`config.mk`:
```
export PLATFORM = sky130hd
export DESIGN_NAME = rv_trap_seq_flat
export DESIGN_NICKNAME = d
export VERILOG_FILES = /design/src/rtl/rv_csr_pkg.sv /design/src/rtl/rv_trap_seq_if.sv /design/src/rtl/rv_trap_seq.sv /design/src/flat_wrapper.sv
export SDC_FILE = /design/constraint.sdc
export NUM_CORES = 1
export LEC_CHECK = 0
export ABC_CLOCK_PERIOD_IN_PS = 9600
export CAP_MARGIN = 30
export CORE_ASPECT_RATIO = 1.5
export CORE_UTILIZATION = 40
export CTS_CLUSTER_DIAMETER = 200
export DETAILED_ROUTE_END_ITERATION = 16
export PLACE_DENSITY_LB_ADDON = 0.2
export SLEW_MARGIN = 20
export SYNTH_ARGS = -nofsm -noshare
export SYNTH_HDL_FRONTEND = slang
export SYNTH_SLANG_ARGS = --single-unit
```
`constraint.sdc`:
```
create_clock -name clk -period 9.6 [get_ports clk]
set_input_delay 1.92 -clock clk [delete_from_list [all_inputs] [get_ports clk]]
set_output_delay 1.92 -clock clk [all_outputs]
set_load 0.01 [all_outputs]
```
`src/rtl/rv_csr_pkg.sv`:
```
// Shared CSR indices, port encodings, mstatus field positions and the trap
// sequencer state type, plus the mstatus update rules for trap entry and mret.
package rv_csr_pkg;

    localparam logic [4:0] CSR_MSTATUS  = 5'b00000;
    localparam logic [4:0] CSR_MTVEC    = 5'b00101;
    localparam logic [4:0] CSR_MSCRATCH = 5'b00110;
    localparam logic [4:0] CSR_MEPC     = 5'b01101;
    localparam logic [4:0] CSR_MCAUSE   = 5'b11101;

    localparam logic [1:0] CTL_IDLE = 2'b00;
    localparam logic [1:0] CTL_RD   = 2'b10;
    localparam logic [1:0] CTL_RW1  = 2'b01;
    localparam logic [1:0] CTL_RW2  = 2'b11;

    localparam int MIE_BIT  = 3;
    localparam int MPIE_BIT = 7;
    localparam int MPP_LO   = 11;
    localparam int MPP_HI   = 12;

    // Helpers work on the widest supported XLEN; callers resize.
    localparam int CSR_W = 64;

    typedef enum logic [2:0] {
        ST_IDLE   = 3'd0,
        ST_T_RDST = 3'd1,
        ST_T_WRA  = 3'd2,
        ST_T_WRB  = 3'd3,
        ST_M_RDST = 3'd4,
        ST_M_WR   = 3'd5,
        ST_M_WAIT = 3'd6,
        ST_REDIR  = 3'd7
    } trap_state_e;

    function automatic logic [CSR_W-1:0] mstatus_on_trap(input logic [CSR_W-1:0] s,
                                                         input logic [1:0]       mpp);
        logic [CSR_W-1:0] r;
        r                = s;
        r[MPIE_BIT]      = s[MIE_BIT];
        r[MIE_BIT]       = 1'b0;
        r[MPP_HI:MPP_LO] = mpp;
        return r;
    endfunction

    function automatic logic [CSR_W-1:0] mstatus_on_mret(input logic [CSR_W-1:0] s);
        logic [CSR_W-1:0] r;
        r           = s;
        r[MIE_BIT]  = s[MPIE_BIT];
        r[MPIE_BIT] = 1'b1;
        return r;
    endfunction

endpackage

```
`src/rtl/rv_trap_seq_if.sv`:
```
// Bundle between the trap sequencer, the decode/exec stage, the CSR block and
// the PC register; state is exported for observation.
interface rv_trap_seq_if #(
    parameter int XLEN = 32
);
    // trap_req/mret_req are single-cycle pulses, honoured only while busy is
    // low and never queued; redirect_valid is a one-cycle strobe with no
    // back-pressure; csr_rdata follows a read (csr_ctl != 00) by one cycle.
    logic                        trap_req;
    logic [XLEN-1:0]             trap_pc;
    logic [XLEN-1:0]             trap_cause;
    logic                        mret_req;
    logic                        busy;
    logic                        redirect_valid;
    logic [XLEN-1:0]             redirect_pc;
    logic [1:0]                  csr_ctl;
    logic [4:0]                  csr_raddr;
    logic [4:0]                  csr_waddr1;
    logic [XLEN-1:0]             csr_wdata1;
    logic [4:0]                  csr_waddr2;
    logic [XLEN-1:0]             csr_wdata2;
    logic [XLEN-1:0]             csr_rdata;
    rv_csr_pkg::trap_state_e     state;

    modport master (
        input  trap_req, trap_pc, trap_cause, mret_req, csr_rdata,
        output busy, redirect_valid, redirect_pc, csr_ctl, csr_raddr,
               csr_waddr1, csr_wdata1, csr_waddr2, csr_wdata2, state
    );

    modport slave (
        output trap_req, trap_pc, trap_cause, mret_req, csr_rdata,
        input  busy, redirect_valid, redirect_pc, csr_ctl, csr_raddr,
               csr_waddr1, csr_wdata1, csr_waddr2, csr_wdata2, state
    );

endinterface

```
`src/rtl/rv_trap_seq.sv`:
```
// Multi-cycle trap entry / mret sequencer driving the CSR file port and the
// PC redirect; both sequences redirect four cycles after acceptance.
module rv_trap_seq
    import rv_csr_pkg::*;
#(
    parameter int         XLEN     = 32,
    parameter logic [1:0] TRAP_MPP = 2'b11
) (
    input logic          clk,
    input logic          rst,
    rv_trap_seq_if.master bus
);

    trap_state_e     state, state_d;
    logic            busy_q;
    logic [XLEN-1:0] pc_q;
    logic [XLEN-1:0] cause_q;
    logic [XLEN-1:0] mstatus_q;
    logic [XLEN-1:0] target_q;
    logic [XLEN-1:0] trap_mstatus;
    logic [XLEN-1:0] mret_mstatus;

    // mret writes in the same cycle its mstatus read returns, so it uses
    // csr_rdata directly rather than the captured copy.
    assign trap_mstatus = XLEN'(mstatus_on_trap(CSR_W'(mstatus_q), TRAP_MPP));
    assign mret_mstatus = XLEN'(mstatus_on_mret(CSR_W'(bus.csr_rdata)));

    always_comb begin
        state_d = state;
        unique case (state)
            ST_IDLE: begin
                if (bus.trap_req)      state_d = ST_T_RDST;
                else if (bus.mret_req) state_d = ST_M_RDST;
            end
            ST_T_RDST: state_d = ST_T_WRA;
            ST_T_WRA:  state_d = ST_T_WRB;
            ST_T_WRB:  state_d = ST_REDIR;
            ST_M_RDST: state_d = ST_M_WR;
            ST_M_WR:   state_d = ST_M_WAIT;
            ST_M_WAIT: state_d = ST_REDIR;
            ST_REDIR:  state_d = ST_IDLE;
            default:   state_d = ST_IDLE;
        endcase
    end

    always_ff @(posedge clk or posedge rst) begin
        if (rst) begin
            state     <= ST_IDLE;
            busy_q    <= 1'b0;
            pc_q      <= '0;
            cause_q   <= '0;
            mstatus_q <= '0;
            target_q  <= '0;
        end else begin
            state  <= state_d;
            busy_q <= (state_d != ST_IDLE);
            if (state == ST_IDLE && bus.trap_req) begin
                pc_q    <= bus.trap_pc;
                cause_q <= bus.trap_cause;
            end
            if (state == ST_T_WRA || state == ST_M_WR)
                mstatus_q <= bus.csr_rdata;
            // Vectored mtvec is not supported: the mode bits are dropped.
            if (state == ST_T_WRB)
                target_q <= {bus.csr_rdata[XLEN-1:2], 2'b00};
            if (state == ST_M_WAIT)
                target_q <= bus.csr_rdata;
        end
    end

    always_comb begin
        bus.csr_ctl    = CTL_IDLE;
        bus.csr_raddr  = 5'd0;
        bus.csr_waddr1 = 5'd0;
        bus.csr_wdata1 = '0;
        bus.csr_waddr2 = 5'd0;
        bus.csr_wdata2 = '0;
        unique case (state)
            ST_T_RDST, ST_M_RDST: begin
                bus.csr_ctl   = CTL_RD;
                bus.csr_raddr = CSR_MSTATUS;
            end
            ST_T_WRA: begin
                bus.csr_ctl    = CTL_RW2;
                bus.csr_raddr  = CSR_MTVEC;
                bus.csr_waddr1 = CSR_MEPC;
                bus.csr_wdata1 = pc_q;
                bus.csr_waddr2 = CSR_MCAUSE;
                bus.csr_wdata2 = cause_q;
            end
            ST_T_WRB: begin
                bus.csr_ctl    = CTL_RW1;
                bus.csr_waddr1 = CSR_MSTATUS;
                bus.csr_wdata1 = trap_mstatus;
            end
            ST_M_WR: begin
                bus.csr_ctl    = CTL_RW1;
                bus.csr_raddr  = CSR_MEPC;
                bus.csr_waddr1 = CSR_MSTATUS;
                bus.csr_wdata1 = mret_mstatus;
            end
            default: begin
            end
        endcase
    end

    assign bus.busy           = busy_q;
    assign bus.redirect_valid = (state == ST_REDIR);
    assign bus.redirect_pc    = (state == ST_REDIR) ? target_q : '0;
    assign bus.state          = state;

endmodule

```
`src/flat_wrapper.sv`:
```
// flat-port wrapper written by rule: the top's interface ports become plain ports
module rv_trap_seq_flat import rv_csr_pkg::*;
#(
    parameter int         XLEN     = 32,
    parameter logic [1:0] TRAP_MPP = 2'b11
)
  (clk, rst, bus_trap_req, bus_trap_pc, bus_trap_cause, bus_mret_req, bus_csr_rdata, bus_busy, bus_redirect_valid, bus_redirect_pc, bus_csr_ctl, bus_csr_raddr, bus_csr_waddr1, bus_csr_wdata1, bus_csr_waddr2, bus_csr_wdata2, bus_state);
  rv_trap_seq_if #(.XLEN(XLEN)) bus_i ();
  input logic clk;
  input logic rst;
  input wire logic [$bits(bus_i.trap_req)-1:0] bus_trap_req;
  input wire logic [$bits(bus_i.trap_pc)-1:0] bus_trap_pc;
  input wire logic [$bits(bus_i.trap_cause)-1:0] bus_trap_cause;
  input wire logic [$bits(bus_i.mret_req)-1:0] bus_mret_req;
  input wire logic [$bits(bus_i.csr_rdata)-1:0] bus_csr_rdata;
  output wire logic [$bits(bus_i.busy)-1:0] bus_busy;
  output wire logic [$bits(bus_i.redirect_valid)-1:0] bus_redirect_valid;
  output wire logic [$bits(bus_i.redirect_pc)-1:0] bus_redirect_pc;
  output wire logic [$bits(bus_i.csr_ctl)-1:0] bus_csr_ctl;
  output wire logic [$bits(bus_i.csr_raddr)-1:0] bus_csr_raddr;
  output wire logic [$bits(bus_i.csr_waddr1)-1:0] bus_csr_waddr1;
  output wire logic [$bits(bus_i.csr_wdata1)-1:0] bus_csr_wdata1;
  output wire logic [$bits(bus_i.csr_waddr2)-1:0] bus_csr_waddr2;
  output wire logic [$bits(bus_i.csr_wdata2)-1:0] bus_csr_wdata2;
  output wire logic [$bits(bus_i.state)-1:0] bus_state;
  assign bus_i.trap_req = bus_trap_req;
  assign bus_i.trap_pc = bus_trap_pc;
  assign bus_i.trap_cause = bus_trap_cause;
  assign bus_i.mret_req = bus_mret_req;
  assign bus_i.csr_rdata = bus_csr_rdata;
  assign bus_busy = bus_i.busy;
  assign bus_redirect_valid = bus_i.redirect_valid;
  assign bus_redirect_pc = bus_i.redirect_pc;
  assign bus_csr_ctl = bus_i.csr_ctl;
  assign bus_csr_raddr = bus_i.csr_raddr;
  assign bus_csr_waddr1 = bus_i.csr_waddr1;
  assign bus_csr_wdata1 = bus_i.csr_wdata1;
  assign bus_csr_waddr2 = bus_i.csr_waddr2;
  assign bus_csr_wdata2 = bus_i.csr_wdata2;
  assign bus_state = bus_i.state;
  rv_trap_seq #(.XLEN(XLEN), .TRAP_MPP(TRAP_MPP)) u_core (.clk(clk), .rst(rst), .bus(bus_i));
endmodule
```
==> results.ini, run 1 <==
[status]
outcome = completed

[global_route]
globalRouteOverflowTotal = 0
grt_max_degree = 54
antenna_found_initial = 0
grt_pass1_vias = 4868
grt_use_total_pct = 20.9
grt_pass1_wl_um = 25100

[logic_synthesis]
synth_top_area_share_pct = 52.7
syn_area_mm2 = 0.00613
ys_seq_elements = 129
synth_ff_type = dfrtp_1
async_flop_share_pct = 100
synthCells = 490
synth_edf_count = 0
synth_top_cell_by_area = dfrtp_1
synth.avg_cell_area_um2 = 12.5
yosysUniqueCellTypes = 30
ys_seq_area_share_pct = 52.7
synth.area.top_cells = dfrtp_1 53%, mux2_2 21%, and2_1 6.5%, mux2i_1 4.7%, o21ai_0 2.9%
synth_warnings = 0

[floorplan]
die_w_um = 103
row_count = 55
start_util_pct = 40.9
coreArea_mm2 = 0.0150
fp.dieArea_mm2 = 0.0158
io_pins = 218
die_h_um = 154

[min_path]
worstHoldStart = u_core.cause_q[15]
hold_path_end = u_core.cause_q[15]
hp-class = reg2reg
hold_path_depth = 1

[clock_network]
clkTransAtPathRegs_ns = 0.05
post_cts_buffers = 0
cts_buffer_depth = 2
htreeDepth = 4
ctsResizeCount = 0
cts_inserted_buffers = 17
root_buffer = clkbuf_16
clk-insertion-delay-late_ns = 0.40
cts_tree = yes
cts.sinks = 129
postCtsHoldBufs = 0

[timing]
hold_viol_final = 0
setup_tns_ns = 0
skew_ns = 0.00691
fmax_mhz = 195
relSlewSlack_pct = 41.6
worst_pin_slew_ns = 0.872
finalCritPeriodShare_pct = 53.4
setup_viol = 0
slew_viol_final = 0
min_period_ns = 5.13
rsz0062_at_grt = false

[drt]
ant_nets = 0
drt_wl_total_um = 15400
drt_iter0_markers = 137
via_count = 4427
drc = 0
wl_per_cell_um = 17.1
vias_per_cell = 4.93
firstDrtPassIters = 6

[place]
placed_cells = 868
io_buffers = 212
dp_hpwl_um = 10500
gp_congestion = 0.738

[finish]
antenna_cells = 0
final_common_cell = clkdlybuf4s50_1
fin_nets = 788
area_growth_pct = 44.8
finalNonFillerCells = 898
drive_gt1_share_pct = 24.2
multi_input_area_mm2 = 0.00264
fillers = 1280
final_cell_mix = 212 x clkdlybuf4s50_1, 128 x dfrtp_1, 113 x mux2_2
seqCellArea_mm2 = 0.00323

[job]
cap_violations = 0

[setup_path]
path_max_fanout = 33
end_kind = output pin
crit_path_start = u_core.bus.state[2]
r2r_cells = 5
r2r-start = u_core.bus.state[2]
worstPathRequired_ns = 7.68
critPathLaunchType = register
criticalPathCategory = reg2out
reg2reg_to = u_core.mstatus_q[23]
rrSetupSlack_ns = 6.89
worstPathArrival_ns = 3.21

[power]
powerDensity_mw_per_mm2 = 338
p_leak_nw = 3.70
ir_drop_mv = 0.145

## power by group
group | switching, mW | internal, mW
clock network | 0.226 | 0.357
logic | 0.604 | 0.836
registers | 0.146 | 0.827
## cell usage after synthesis, types with 2 or more instances
cell type  number
buf_2          12
mux2_2        113
a21oi_1         2
clkbuf_1       13
o21ai_0        36
a22o_1          5
dfrtp_1       129
nand2_1        34
mux2_4          9
buf_4          18
buf_6           3
nor2b_1         2
and2_1         64
nor2_1          6
mux2i_1        29
## worst max path at each step
stage | to | slack (ns) | depth (start not counted)
after CTS | bus_csr_raddr[0] | 4.39 | 5
after global routing | bus_csr_raddr[0] | 4.27 | 5
after detailed placement | bus_csr_wdata1[18] | 4.48 | 4
after floorplan | u_core.bus.busy | 4.24 | 1
final | bus_csr_raddr[0] | 4.47 | 5
after global placement | bus_csr_wdata1[18] | 4.47 | 4
## registers in the layout, summed over array words and instances, names as in the netlist
| name | flops |
|---|---|
| u_core.bus.busy | 1 |
| u_core.bus.state | 3 |
| u_core.cause_q | 32 |
| u_core.mstatus_q | 29 |
| u_core.pc_q | 32 |
| u_core.target_q | 32 |
## routing by layer
metal	share of wire, %	vias up	global-route usage (%)
met3	6.3	18	6.09
met5	0	-	0
li1	-	2065	-
met4	1.9	0	7.31
met1	39	2198	23.6
met2	53	146	36.8
## area by class of cell
| cell class | count | area share (%) |
|---|---|---|
| clock buffers | 19 | 4.99 |
| clock inverters | 11 | 1.04 |
| inverters | 2 | 0.113 |
| multi-input cells | 317 | 29.7 |
| flip-flops and latches | 129 | 36.4 |
| well taps | 199 | 2.81 |
| repair buffers | 221 | 24.9 |
## metrics by stage
step	cell area [um2]	setup slack (ns)	util, %	power (mW)	hold WS, ns
6_report	8870	4.47	59.1	3.00	0.494
5_1_grt	8870	4.27	59.1	3.19	0.508
4_1_cts	8870	4.39	59.1	3.04	0.496
3_5_place_dp	8340	4.48	55.6	2.44	0.485
3_3_place_gp	8310	4.47	55.4	2.40	0.479
2_1_floorplan	6140	4.24	-	1.84	0.471
## logic make-up (layout without fill, tap and decap cells)
group | Yosys count | after routing | share of synthesized area [%]
multiplexers | 151 | 151 | 27.7
buffers and inverters | 48 | 253 | 4.65
flip-flops | 129 | 129 | 52.7
AO/OA/AOI/OAI | 44 | 44 | 3.96
AND/OR/NAND/NOR | 115 | 115 | 10.7
other | 1 | 5 | 0.0612
XOR/XNOR | 2 | 2 | 0.286
## worst max-delay path, cell delays in order, from the launching register on
cell	delay, ns
dfrtp_1	0.73
nand3b_4	0.16
inv_2	0.54
or2_2	0.30
buf_4	0.44
clkdlybuf4s50_1	0.63
Note: power is estimated with default switching activity, not from simulation.
==> inputs of run 2 (changes only) <==
--- a/config.mk
+++ b/config.mk
@@ -5,7 +5,7 @@
 export SDC_FILE = /design/constraint.sdc
 export NUM_CORES = 1
 export LEC_CHECK = 0
-export ABC_CLOCK_PERIOD_IN_PS = 9600
+export ABC_CLOCK_PERIOD_IN_PS = 5100
 export CAP_MARGIN = 30
 export CORE_ASPECT_RATIO = 1.5
 export CORE_UTILIZATION = 40
==> constraint.sdc (replaced) <==
create_clock -name clk -period 5.1 [get_ports clk]
set_input_delay 1.02 -clock clk [delete_from_list [all_inputs] [get_ports clk]]
set_output_delay 1.02 -clock clk [all_outputs]
set_load 0.01 [all_outputs]
==> run 2 against run 1 <==
  * Global-route usage grew 0.17 points
  * Non-clock buffer count shrank 1
  * Critical path type unchanged
  * Combinational power grew 84%
  * Power is 94% higher
==> results.ini, run 2 (synthesis results as in run 1) <==
[status]
outcome = completed  ; unchanged

[timing]
slew_viol_final = 0  ; unchanged
min_period_ns = 3.99
setup_viol = 0  ; unchanged
worst_pin_slew_ns = 0.839  ; was 0.872 ns
finalCritPeriodShare_pct = 78.2
fmax_mhz = 251
skew_ns = 0.00835  ; was 0.00691 ns
setup_tns_ns = 0  ; unchanged
relSlewSlack_pct = 43.9  ; was 41.6%
rsz0062_at_grt = false  ; unchanged
hold_viol_final = 0  ; unchanged

[power]
power_frac_comb_pct = 45.5  ; was 48.0%
p_leak_nw = 3.74  ; was 3.70 nW
power.share.clock_pct = 22.0  ; was 19.5%
seq_power_share_pct = 32.4  ; was 32.5%
intPower_mw = 3.96  ; was 2.02 mW
ir_drop_mv = 0.255  ; was 0.145 mV
powerDensity_mw_per_mm2 = 650  ; was 338 mW/mm2
p_sw_mw = 1.86  ; was 976 uW
p_sw_share_pct = 32.0  ; was 32.6%

[setup_path]
criticalPathCategory = reg2out  ; unchanged
end_kind = output pin  ; unchanged
worstPathArrival_ns = 2.97  ; was 3.21 ns
path_cells = buf_4 -> and3_1 -> buf_4 -> and2_1 -> clkdlybuf4s50_1  ; was nand3b_4 -> inv_2 -> or2_2 -> buf_4 -> clkdlybuf4s50_1
path_max_fanout = 36  ; was 33
worstPathRequired_ns = 4.08  ; was 7.68 ns
crit_top_cell = buf_4
cp_slowest_cell = dfrtp_2  ; was dfrtp_1
critPathLaunchType = register  ; unchanged
cpPeakStageDelay_ns = 0.81  ; was 0.73 ns

[finish]
area_growth_pct = 46.0  ; was 44.8%
antenna_cells = 0  ; unchanged
final_common_cell = clkdlybuf4s50_1  ; unchanged
multi_input_area_mm2 = 0.00264  ; unchanged
seqCellArea_mm2 = 0.00323  ; unchanged
final_cell_mix = 212 x clkdlybuf4s50_1, 128 x dfrtp_1, 113 x mux2_2  ; unchanged
finalNonFillerCells = 898  ; unchanged
top_regs = u_core.cause_q x32, u_core.pc_q x32, u_core.target_q x32  ; unchanged
fin_nets = 787  ; was 788
fillers = 1289  ; was 1,280
drive_gt1_share_pct = 24.3  ; was 24.2%

[floorplan]
io_pins = 218  ; unchanged
row_count = 55  ; unchanged
start_util_pct = 40.9  ; unchanged
coreArea_mm2 = 0.0150  ; unchanged
fp.dieArea_mm2 = 0.0158  ; unchanged
die_h_um = 154  ; unchanged
die_w_um = 103  ; unchanged

[clock_network]
postCtsHoldBufs = 0  ; unchanged
cts_inserted_buffers = 17  ; unchanged
cts.sinks = 129  ; unchanged
htreeDepth = 4  ; unchanged
root_buffer = clkbuf_16  ; unchanged
ctsResizeCount = 0  ; unchanged
cts_buffer_depth = 2  ; unchanged
clkTransAtPathRegs_ns = 0.05  ; about the same
post_cts_buffers = 0  ; unchanged
cts_tree = yes  ; unchanged
clk-insertion-delay-late_ns = 0.41  ; was 0.40 ns

[global_route]
grt_pass1_wl_um = 25200  ; was 25,100 um
antenna_found_initial = 0  ; unchanged
grt_pass1_vias = 4788  ; was 4,868
grt_use_total_pct = 21.1  ; was 20.9%
globalRouteOverflowTotal = 0  ; unchanged
grt_max_degree = 70  ; was 54

[drt]
vias_per_cell = 4.89  ; was 4.93
drc = 0  ; unchanged
drt_iter0_markers = 109  ; was 137
ant_nets = 0  ; unchanged
drt_wl_total_um = 15600  ; was 15,400 um
via_count = 4392  ; was 4,427
firstDrtPassIters = 4  ; was 6
wl_per_cell_um = 17.3  ; was 17.1 um

[place]
placed_cells = 867  ; was 868
dp_hpwl_um = 10800  ; was 10,500 um
io_buffers = 212  ; unchanged
gp_congestion = 0.780  ; was 0.738

[min_path]
hp-class = reg2reg  ; unchanged

[job]
cap_violations = 0  ; unchanged

[run 2: changes by cell type in the layout (fill, tap and decap cells not counted), sizes merged]
cell / delta
buf: -1
bufinv: +3
clkbuf: -1
clkinv: -1
clkinvlp: -1
inv: +1
[run 2: power by group through the flow]
stage               Clock (mW)  Combinational (mW)  Sequential (mW)
floorplan                    0                1.72             1.75
detailed placement           0                2.69             1.90
CTS                       1.31                2.70             1.89
global placement             0                2.63             1.88
finish                    1.28                2.65             1.89
global route              1.35                2.87             1.96
[run 2: layout make-up]
type                    instances  area share, %
flip-flops and latches        129           36.1
clock buffers                  18           4.91
multi-input cells             317           29.5
inverters                       2          0.112
repair buffers                220           24.5
clock inverters                13           2.08
well taps                     199           2.78
[run 2: final timing paths]
check                                     from              endpoint  slack, ns  cells after the start
max                        u_core.bus.state[0]   bus_redirect_pc[26]       1.11                      5
min                         u_core.target_q[7]    u_core.target_q[7]       0.49                      1
max reg2reg                u_core.bus.state[0]  u_core.mstatus_q[27]       2.27                      5
min reg2reg                 u_core.target_q[7]    u_core.target_q[7]       0.49                      1
max in group asynchronous                  rst        u_core.pc_q[7]       3.13                      3
min in group asynchronous                  rst     u_core.cause_q[4]       1.11                      2
[run 2: worst max-delay path: cells and delay by family, from the launching register on]
| family | cells | cell delay [ns] |
|---|---|---|
| buffers and inverters | 3 | 1.35 |
| AND/OR/NAND/NOR | 2 | 0.40 |
| flip-flops | 1 | 0.81 |
[run 2: per-stage QoR]
stage	setup WS (ns)	utilization, %	hold WS (ns)	power, mW	cell area (um2)
2_1_floorplan	0.639	-	0.471	3.47	6140
3_3_place_gp	1.54	55.5	0.480	4.51	8320
3_5_place_dp	1.49	55.5	0.485	4.59	8320
4_1_cts	1.05	59.6	0.497	5.89	8950
5_1_grt	0.912	59.6	0.504	6.18	8950
6_report	1.11	59.6	0.494	5.82	8950
[run 2: layer usage]
metal | track usage (%) | share of wire [%]
met1 | 23.6 | 39
met2 | 36.9 | 52
met3 | 6.64 | 7.3
met4 | 7.44 | 1.7
met5 | 0 | 0
